## config.mk

```make
export PLATFORM = sky130hd
export DESIGN_NAME = ocd_inject_buffer_flat
export DESIGN_NICKNAME = d
export VERILOG_FILES = /design/src/rtl/ocd_inject_buffer_if.sv /design/src/rtl/ocd_inject_buffer.sv /design/src/flat_wrapper.sv
export SDC_FILE = /design/constraint.sdc
export NUM_CORES = 1
export LEC_CHECK = 0
export ABC_CLOCK_PERIOD_IN_PS = 6300
export BUFFER_PORTS_ARGS = -buffer_cell sky130_fd_sc_hd__buf_4
export CAP_MARGIN = 20
export CORE_UTILIZATION = 30
export CTS_CLUSTER_DIAMETER = 150
export DETAILED_ROUTE_END_ITERATION = 6
export SYNTH_ARGS = -nofsm -noshare
export SYNTH_HDL_FRONTEND = slang
export SYNTH_SLANG_ARGS = --single-unit
```

## constraint.sdc

```tcl
create_clock -name clk -period 6.3 [get_ports clk]
set_input_delay 0.63 -clock clk [delete_from_list [all_inputs] [get_ports clk]]
set_output_delay 0.63 -clock clk [all_outputs]
set_load 0.005 [all_outputs]
```

## src/rtl/ocd_inject_buffer_if.sv

```systemverilog
// Debugger/core-side signal bundle for the per-core injection buffer.
// master = debugger controller + pipeline side, slave = the buffer itself.
interface ocd_inject_buffer_if #(
    parameter int unsigned CORE_ID_WIDTH    = 4,
    parameter int unsigned THREAD_IDX_WIDTH = 2
);
    logic                        ocd_halt;
    logic [THREAD_IDX_WIDTH-1:0] ocd_thread;
    logic [CORE_ID_WIDTH-1:0]    ocd_core;
    logic [31:0]                 ocd_inject_inst;
    logic                        ocd_inject_en;
    logic [31:0]                 ocd_data_from_host;
    logic                        ocd_data_update;
    logic                        inject_valid;
    logic [31:0]                 inject_inst;
    logic [THREAD_IDX_WIDTH-1:0] inject_thread;
    logic                        inject_ready;
    logic                        wb_inject_complete;
    logic                        wb_inject_rollback;
    logic                        cr_jtag_data_we;
    logic [31:0]                 cr_jtag_data_wdata;
    logic [31:0]                 jtag_data;
    logic                        injected_complete;
    logic                        injected_rollback;
    logic                        inject_overflow;

    modport master (
        output ocd_halt, ocd_thread, ocd_core, ocd_inject_inst, ocd_inject_en,
        output ocd_data_from_host, ocd_data_update, inject_ready,
        output wb_inject_complete, wb_inject_rollback, cr_jtag_data_we, cr_jtag_data_wdata,
        input  inject_valid, inject_inst, inject_thread, jtag_data,
        input  injected_complete, injected_rollback, inject_overflow
    );

    modport slave (
        input  ocd_halt, ocd_thread, ocd_core, ocd_inject_inst, ocd_inject_en,
        input  ocd_data_from_host, ocd_data_update, inject_ready,
        input  wb_inject_complete, wb_inject_rollback, cr_jtag_data_we, cr_jtag_data_wdata,
        output inject_valid, inject_inst, inject_thread, jtag_data,
        output injected_complete, injected_rollback, inject_overflow
    );
endinterface

```

## src/rtl/ocd_inject_buffer.sv

```systemverilog
// Queues debugger-injected instructions for one core, keeps one in flight,
// reports complete/rollback, and holds the bidirectional JTAG_DATA register.
module ocd_inject_buffer #(
    parameter int unsigned CORE_ID          = 0,
    parameter int unsigned QUEUE_DEPTH      = 4,
    parameter int unsigned CORE_ID_WIDTH    = 4,
    parameter int unsigned THREAD_IDX_WIDTH = 2
) (
    input logic                clk,
    input logic                reset,
    ocd_inject_buffer_if.slave ocd_if
);
    localparam int unsigned PTR_W   = $clog2(QUEUE_DEPTH);
    localparam int unsigned CNT_W   = $clog2(QUEUE_DEPTH + 1);
    localparam int unsigned ENTRY_W = THREAD_IDX_WIDTH + 32;

    typedef enum logic {IDLE, ISSUED} state_e;

    state_e             state_q, state_d;
    logic [ENTRY_W-1:0] mem_q [QUEUE_DEPTH];
    logic [PTR_W-1:0]   rd_ptr_q, rd_ptr_d;
    logic [PTR_W-1:0]   wr_ptr_q, wr_ptr_d;
    logic [CNT_W-1:0]   count_q, count_d;
    logic               halt_q;
    logic               overflow_q, overflow_d;
    logic               complete_q, complete_d;
    logic               rollback_q, rollback_d;
    logic [31:0]        jtag_q, jtag_d;

    logic               enq_req, enq_ok, empty, full, issue, pop, flush;
    logic [ENTRY_W-1:0] head;

    assign head  = mem_q[rd_ptr_q];
    assign empty = (count_q == '0);
    assign full  = (count_q == CNT_W'(QUEUE_DEPTH));

    always_comb begin
        state_d    = state_q;
        rd_ptr_d   = rd_ptr_q;
        wr_ptr_d   = wr_ptr_q;
        count_d    = count_q;
        complete_d = 1'b0;
        rollback_d = 1'b0;
        jtag_d     = jtag_q;

        enq_req = ocd_if.ocd_inject_en && ocd_if.ocd_halt &&
                  (ocd_if.ocd_core == CORE_ID_WIDTH'(CORE_ID));
        issue   = (state_q == IDLE) && !empty && ocd_if.ocd_halt;
        pop     = issue && ocd_if.inject_ready;

        case (state_q)
            IDLE: if (pop) state_d = ISSUED;
            ISSUED: begin
                rollback_d = ocd_if.wb_inject_rollback;
                complete_d = ocd_if.wb_inject_complete && !ocd_if.wb_inject_rollback;
                if (ocd_if.wb_inject_complete || ocd_if.wb_inject_rollback) state_d = IDLE;
            end
            default: state_d = IDLE;
        endcase

        // Flush (rollback or halt falling edge) never coincides with a pop,
        // and a same-cycle enqueue lands in the freshly emptied queue.
        flush  = rollback_d || (halt_q && !ocd_if.ocd_halt);
        enq_ok = enq_req && (!full || pop || flush);

        if (flush) begin
            rd_ptr_d = wr_ptr_q;
            count_d  = '0;
        end else if (pop) begin
            rd_ptr_d = rd_ptr_q + PTR_W'(1);
            count_d  = count_q - CNT_W'(1);
        end
        if (enq_ok) begin
            wr_ptr_d = wr_ptr_q + PTR_W'(1);
            count_d  = count_d + CNT_W'(1);
        end

        overflow_d = overflow_q || (enq_req && !enq_ok);

        if (ocd_if.ocd_data_update)      jtag_d = ocd_if.ocd_data_from_host;
        else if (ocd_if.cr_jtag_data_we) jtag_d = ocd_if.cr_jtag_data_wdata;
    end

    always_ff @(posedge clk) begin
        if (reset) begin
            state_q    <= IDLE;
            rd_ptr_q   <= '0;
            wr_ptr_q   <= '0;
            count_q    <= '0;
            halt_q     <= 1'b0;
            overflow_q <= 1'b0;
            complete_q <= 1'b0;
            rollback_q <= 1'b0;
            jtag_q     <= '0;
        end else begin
            state_q    <= state_d;
            rd_ptr_q   <= rd_ptr_d;
            wr_ptr_q   <= wr_ptr_d;
            count_q    <= count_d;
            halt_q     <= ocd_if.ocd_halt;
            overflow_q <= overflow_d;
            complete_q <= complete_d;
            rollback_q <= rollback_d;
            jtag_q     <= jtag_d;
        end
    end

    // Storage needs no reset: occupancy gates every read.
    always_ff @(posedge clk) begin
        if (!reset && enq_ok) mem_q[wr_ptr_q] <= {ocd_if.ocd_thread, ocd_if.ocd_inject_inst};
    end

    assign ocd_if.inject_valid      = issue;
    assign ocd_if.inject_inst       = issue ? head[31:0] : '0;
    assign ocd_if.inject_thread     = issue ? head[ENTRY_W-1:32] : '0;
    assign ocd_if.jtag_data         = jtag_q;
    assign ocd_if.injected_complete = complete_q;
    assign ocd_if.injected_rollback = rollback_q;
    assign ocd_if.inject_overflow   = overflow_q;

    a_wb_exclusive: assert property (@(posedge clk) disable iff (reset)
        !(ocd_if.wb_inject_complete && ocd_if.wb_inject_rollback));
endmodule

```

## src/flat_wrapper.sv

```systemverilog
// flat-port wrapper written by rule: the top's interface ports become plain ports
module ocd_inject_buffer_flat 
#(
    parameter int unsigned CORE_ID          = 0,
    parameter int unsigned QUEUE_DEPTH      = 4,
    parameter int unsigned CORE_ID_WIDTH    = 4,
    parameter int unsigned THREAD_IDX_WIDTH = 2
)
  (clk, reset, ocd_if_ocd_halt, ocd_if_ocd_thread, ocd_if_ocd_core, ocd_if_ocd_inject_inst, ocd_if_ocd_inject_en, ocd_if_ocd_data_from_host, ocd_if_ocd_data_update, ocd_if_inject_ready, ocd_if_wb_inject_complete, ocd_if_wb_inject_rollback, ocd_if_cr_jtag_data_we, ocd_if_cr_jtag_data_wdata, ocd_if_inject_valid, ocd_if_inject_inst, ocd_if_inject_thread, ocd_if_jtag_data, ocd_if_injected_complete, ocd_if_injected_rollback, ocd_if_inject_overflow);
  ocd_inject_buffer_if #(.CORE_ID_WIDTH(CORE_ID_WIDTH), .THREAD_IDX_WIDTH(THREAD_IDX_WIDTH)) ocd_if_i ();
  input logic clk;
  input logic reset;
  input wire logic [$bits(ocd_if_i.ocd_halt)-1:0] ocd_if_ocd_halt;
  input wire logic [$bits(ocd_if_i.ocd_thread)-1:0] ocd_if_ocd_thread;
  input wire logic [$bits(ocd_if_i.ocd_core)-1:0] ocd_if_ocd_core;
  input wire logic [$bits(ocd_if_i.ocd_inject_inst)-1:0] ocd_if_ocd_inject_inst;
  input wire logic [$bits(ocd_if_i.ocd_inject_en)-1:0] ocd_if_ocd_inject_en;
  input wire logic [$bits(ocd_if_i.ocd_data_from_host)-1:0] ocd_if_ocd_data_from_host;
  input wire logic [$bits(ocd_if_i.ocd_data_update)-1:0] ocd_if_ocd_data_update;
  input wire logic [$bits(ocd_if_i.inject_ready)-1:0] ocd_if_inject_ready;
  input wire logic [$bits(ocd_if_i.wb_inject_complete)-1:0] ocd_if_wb_inject_complete;
  input wire logic [$bits(ocd_if_i.wb_inject_rollback)-1:0] ocd_if_wb_inject_rollback;
  input wire logic [$bits(ocd_if_i.cr_jtag_data_we)-1:0] ocd_if_cr_jtag_data_we;
  input wire logic [$bits(ocd_if_i.cr_jtag_data_wdata)-1:0] ocd_if_cr_jtag_data_wdata;
  output wire logic [$bits(ocd_if_i.inject_valid)-1:0] ocd_if_inject_valid;
  output wire logic [$bits(ocd_if_i.inject_inst)-1:0] ocd_if_inject_inst;
  output wire logic [$bits(ocd_if_i.inject_thread)-1:0] ocd_if_inject_thread;
  output wire logic [$bits(ocd_if_i.jtag_data)-1:0] ocd_if_jtag_data;
  output wire logic [$bits(ocd_if_i.injected_complete)-1:0] ocd_if_injected_complete;
  output wire logic [$bits(ocd_if_i.injected_rollback)-1:0] ocd_if_injected_rollback;
  output wire logic [$bits(ocd_if_i.inject_overflow)-1:0] ocd_if_inject_overflow;
  assign ocd_if_i.ocd_halt = ocd_if_ocd_halt;
  assign ocd_if_i.ocd_thread = ocd_if_ocd_thread;
  assign ocd_if_i.ocd_core = ocd_if_ocd_core;
  assign ocd_if_i.ocd_inject_inst = ocd_if_ocd_inject_inst;
  assign ocd_if_i.ocd_inject_en = ocd_if_ocd_inject_en;
  assign ocd_if_i.ocd_data_from_host = ocd_if_ocd_data_from_host;
  assign ocd_if_i.ocd_data_update = ocd_if_ocd_data_update;
  assign ocd_if_i.inject_ready = ocd_if_inject_ready;
  assign ocd_if_i.wb_inject_complete = ocd_if_wb_inject_complete;
  assign ocd_if_i.wb_inject_rollback = ocd_if_wb_inject_rollback;
  assign ocd_if_i.cr_jtag_data_we = ocd_if_cr_jtag_data_we;
  assign ocd_if_i.cr_jtag_data_wdata = ocd_if_cr_jtag_data_wdata;
  assign ocd_if_inject_valid = ocd_if_i.inject_valid;
  assign ocd_if_inject_inst = ocd_if_i.inject_inst;
  assign ocd_if_inject_thread = ocd_if_i.inject_thread;
  assign ocd_if_jtag_data = ocd_if_i.jtag_data;
  assign ocd_if_injected_complete = ocd_if_i.injected_complete;
  assign ocd_if_injected_rollback = ocd_if_i.injected_rollback;
  assign ocd_if_inject_overflow = ocd_if_i.inject_overflow;
  ocd_inject_buffer #(.CORE_ID(CORE_ID), .QUEUE_DEPTH(QUEUE_DEPTH), .CORE_ID_WIDTH(CORE_ID_WIDTH), .THREAD_IDX_WIDTH(THREAD_IDX_WIDTH)) u_core (.clk(clk), .reset(reset), .ocd_if(ocd_if_i));
endmodule
```

==> reports/qor.yml <==
floorplanning:
  core_um2: 23680
  pin_count: 181
  die_w_um: 158.1
  fp-row-count: 56
  start_util_pct: 30.85
  dieHeight_um: 158.1
  die_area_um2: 24980
routing:
  top_layer_used: "met4"
  wl_per_cell_um: 17.35
  drt_iter0_markers: 318
  vias: 4510
  drcViolationCount: 0
  dr_wl_met3_um: 1324
  dr_wl_met2_um: 8530
  wl_um: 16940
  ant_nets: 0
  dr.pass1.iters: 5
  met1Wirelength_um: 7011
  viasPerCell: 4.621
timing:
  fin_setup_tns_ns: 0
  worst_slew_pin_slew_ns: 0.8950
  maxSlewHeadroom_pct: 40.33
  fin_crit_ns: 2.886
  max_freq_ghz: 0.3465
  setup_viol: 0
  finalHoldViolations: 0
  finClkSkew_ns: 0.01300
  grt_setup_unrepaired: "false"
  drv_slew: 0
  fin_crit_sh_pct: 45.81
yosys:
  ys_top_cells_by_count: "edfxtp_1 (136), nor2_1 (71), dfxtp_1 (46)"
  synth_top_cell_area_share_pct: 55.89
  synth.cell_area_um2: 7307
  synth_top_family_by_area: "multiplexers"
  yosys.area.top_type: "edfxtp_1"
  synth_xor_area_share_pct: 0.3596
  ys.flop_type: "edfxtp_1"
  postSynthNetCount: 592
  yosys_warnings: 0
  ys_types: 37
  yosys.area_share.adder_pct: 1.199
  ys_seq_elements: 182
  yosysMostFrequentCell: "edfxtp_1"
  muxShareOfSynthArea_pct: 15.27
  synth_area_per_cell_um2: 15.42
  ys_seq_area_share_pct: 68.49
  syn_inst: 474
  synth_compound_area_share_pct: 3.596
  synth-edff-count: 136
  synthTopCellsByArea: "edfxtp_1 (56%), dfxtp_1 (13%), mux4_2 (10%)"
  synth-simple-area-share_pct: 8.630
  async_flop_share_pct: 0
worst_setup_path:
  crit_fanout: 34
  cp.required_ns: 5.67
  critPathLaunchType: "flop"
  critical_path_class: "reg -> out"
  r2r_setup_slack_ns: 3.45
  endpoint_kind: "output pin"
  critPathArrivalTime_ns: 2.26
clock_network:
  post_cts_buffers: 0
  post_cts_resized: 0
  cts.clk_slew.worst_paths_ns: 0.07
  clock_path_buffers: 2
  htreeDepth: 4
  cts_tree: "built"
  worstSkewPairLatency_ns: 0.42
  clock_sinks: 182
  root_buffer: "clkbuf_16"
  cts_made_buffers: 17
  holdBufCountCts: 0
power:
  ir_drop_uv: 176.8
  power_density_nw_per_um2: 264.3
  power.leakage_uw: 0.003707
final_layout:
  syn_to_final_growth_pct: 30.74
  n_antenna_cell: 0
  utilization_pct: 40.34
  nNetsFinal: 762
  instances_no_fill: 976
  layout-drive-gt1-share_pct: 39.57
global_routing:
  antenna_found_initial: 0
  grt_max_degree: 65
  grt_pass1_vias: 4615
  grtUsageTotal_pct: 13.52
  grt_overflow: 0
  grt_pass1_wl_um: 24740
place:
  dp_cells: 944
  place.gp.congestion: 0.7535
  dp_hpwl_um: 11420
  io_buffers: 180
worst_hold_path:
  hp-class: "in -> reg"
status:
  status: "complete, no violations"
run:
  drv_cap: 0
[final timing paths]
path / from / cells after the start / endpoint
setup / recovery: flop / 4 / ocd_if_inject_thread[1]
hold / removal: ocd_if_ocd_inject_inst[20] / 1 / u_core.mem_q[2][20]
setup reg to reg: u_core.state_q / 6 / u_core.mem_q[3][1]
hold reg to reg: u_core.ocd_if.inject_overflow / 2 / u_core.ocd_if.inject_overflow
[layout make-up]
class,instances,area (um2)
well taps,319,399.1
repair buffers,185,1389
inverters,7,26.28
multi-input cells,251,2143
flip-flops and latches,182,5007
clock inverters,15,162.7
clock buffers,17,425.4
fillers,2190,14130
[state kept, by name, summed over array words and instances (netlist names), named ones only]
register	cells
u_core.ocd_if.injected_rollback	1
u_core.ocd_if.injected_complete	1
u_core.wr_ptr_q	2
u_core.halt_q	1
u_core.ocd_if.inject_overflow	1
u_core.mem_q	136
u_core.state_q	1
u_core.count_q	3
u_core.ocd_if.jtag_data	32
u_core.rd_ptr_q	2
[critical path, stage by stage, from the launching register on]
cell,delay [ns]
dfxtp_2,0.32
buf_4,0.54
mux4_2,0.58
and3_1,0.24
buf_4,0.15
[through the flow]
step / total power [uW] / setup WS (ns) / hold WS, ns / instance area, um2
floorplan: 1426 / 1.975 / 0.4604 / 7307
global placement: 1530 / 3.086 / 0.4924 / 8965
detailed placement: 1535 / 2.990 / 0.4718 / 8965
CTS: 2554 / 3.332 / 0.3796 / 9553
global route: 2618 / 3.242 / 0.3826 / 9553
finish: 2525 / 3.414 / 0.4015 / 9553
[cell families after synthesis]
logic type	after synthesis
adders and majority gates	7
AOI/OAI and AO/OA	46
xor gates and xnor gates	3
DFF	182
and+or+nand+nor	126
buffers and inverters	41
muxes	69
[layout by cell type, fill, tap and decap left out, types with 2 or more instances in the layout]
master / instances
nor3_1: 2
ha_1: 7
buf_4: 185
inv_6: 4
nor2_1: 71
clkbuf_16: 17
inv_8: 2
edfxtp_1: 136
xnor2_1: 2
a211oi_1: 2
clkinvlp_4: 2
o211ai_1: 2
a21oi_1: 34
inv_1: 7
mux2i_1: 35
dfxtp_1: 44
mux4_2: 34
dfxtp_2: 2
nor3b_2: 4
clkinv_8: 5
and3_1: 36
nand2_1: 2
a2111oi_0: 2
[power by group]
part	total [uW]	leakage, uW	switching (uW)	internal, uW
Combinational	191	0.00183	84.1	107
Clock	1020	0.000280	490	529
Sequential	1310	0.00160	13.1	1300
[routing by layer]
metal  vias up  track usage (%)
met1      2186            15.59
li1       2125                -
met2       195            24.21
met3         4            3.668
met4         0            4.350
met5         -                0
(Power assumes the default switching activity.)
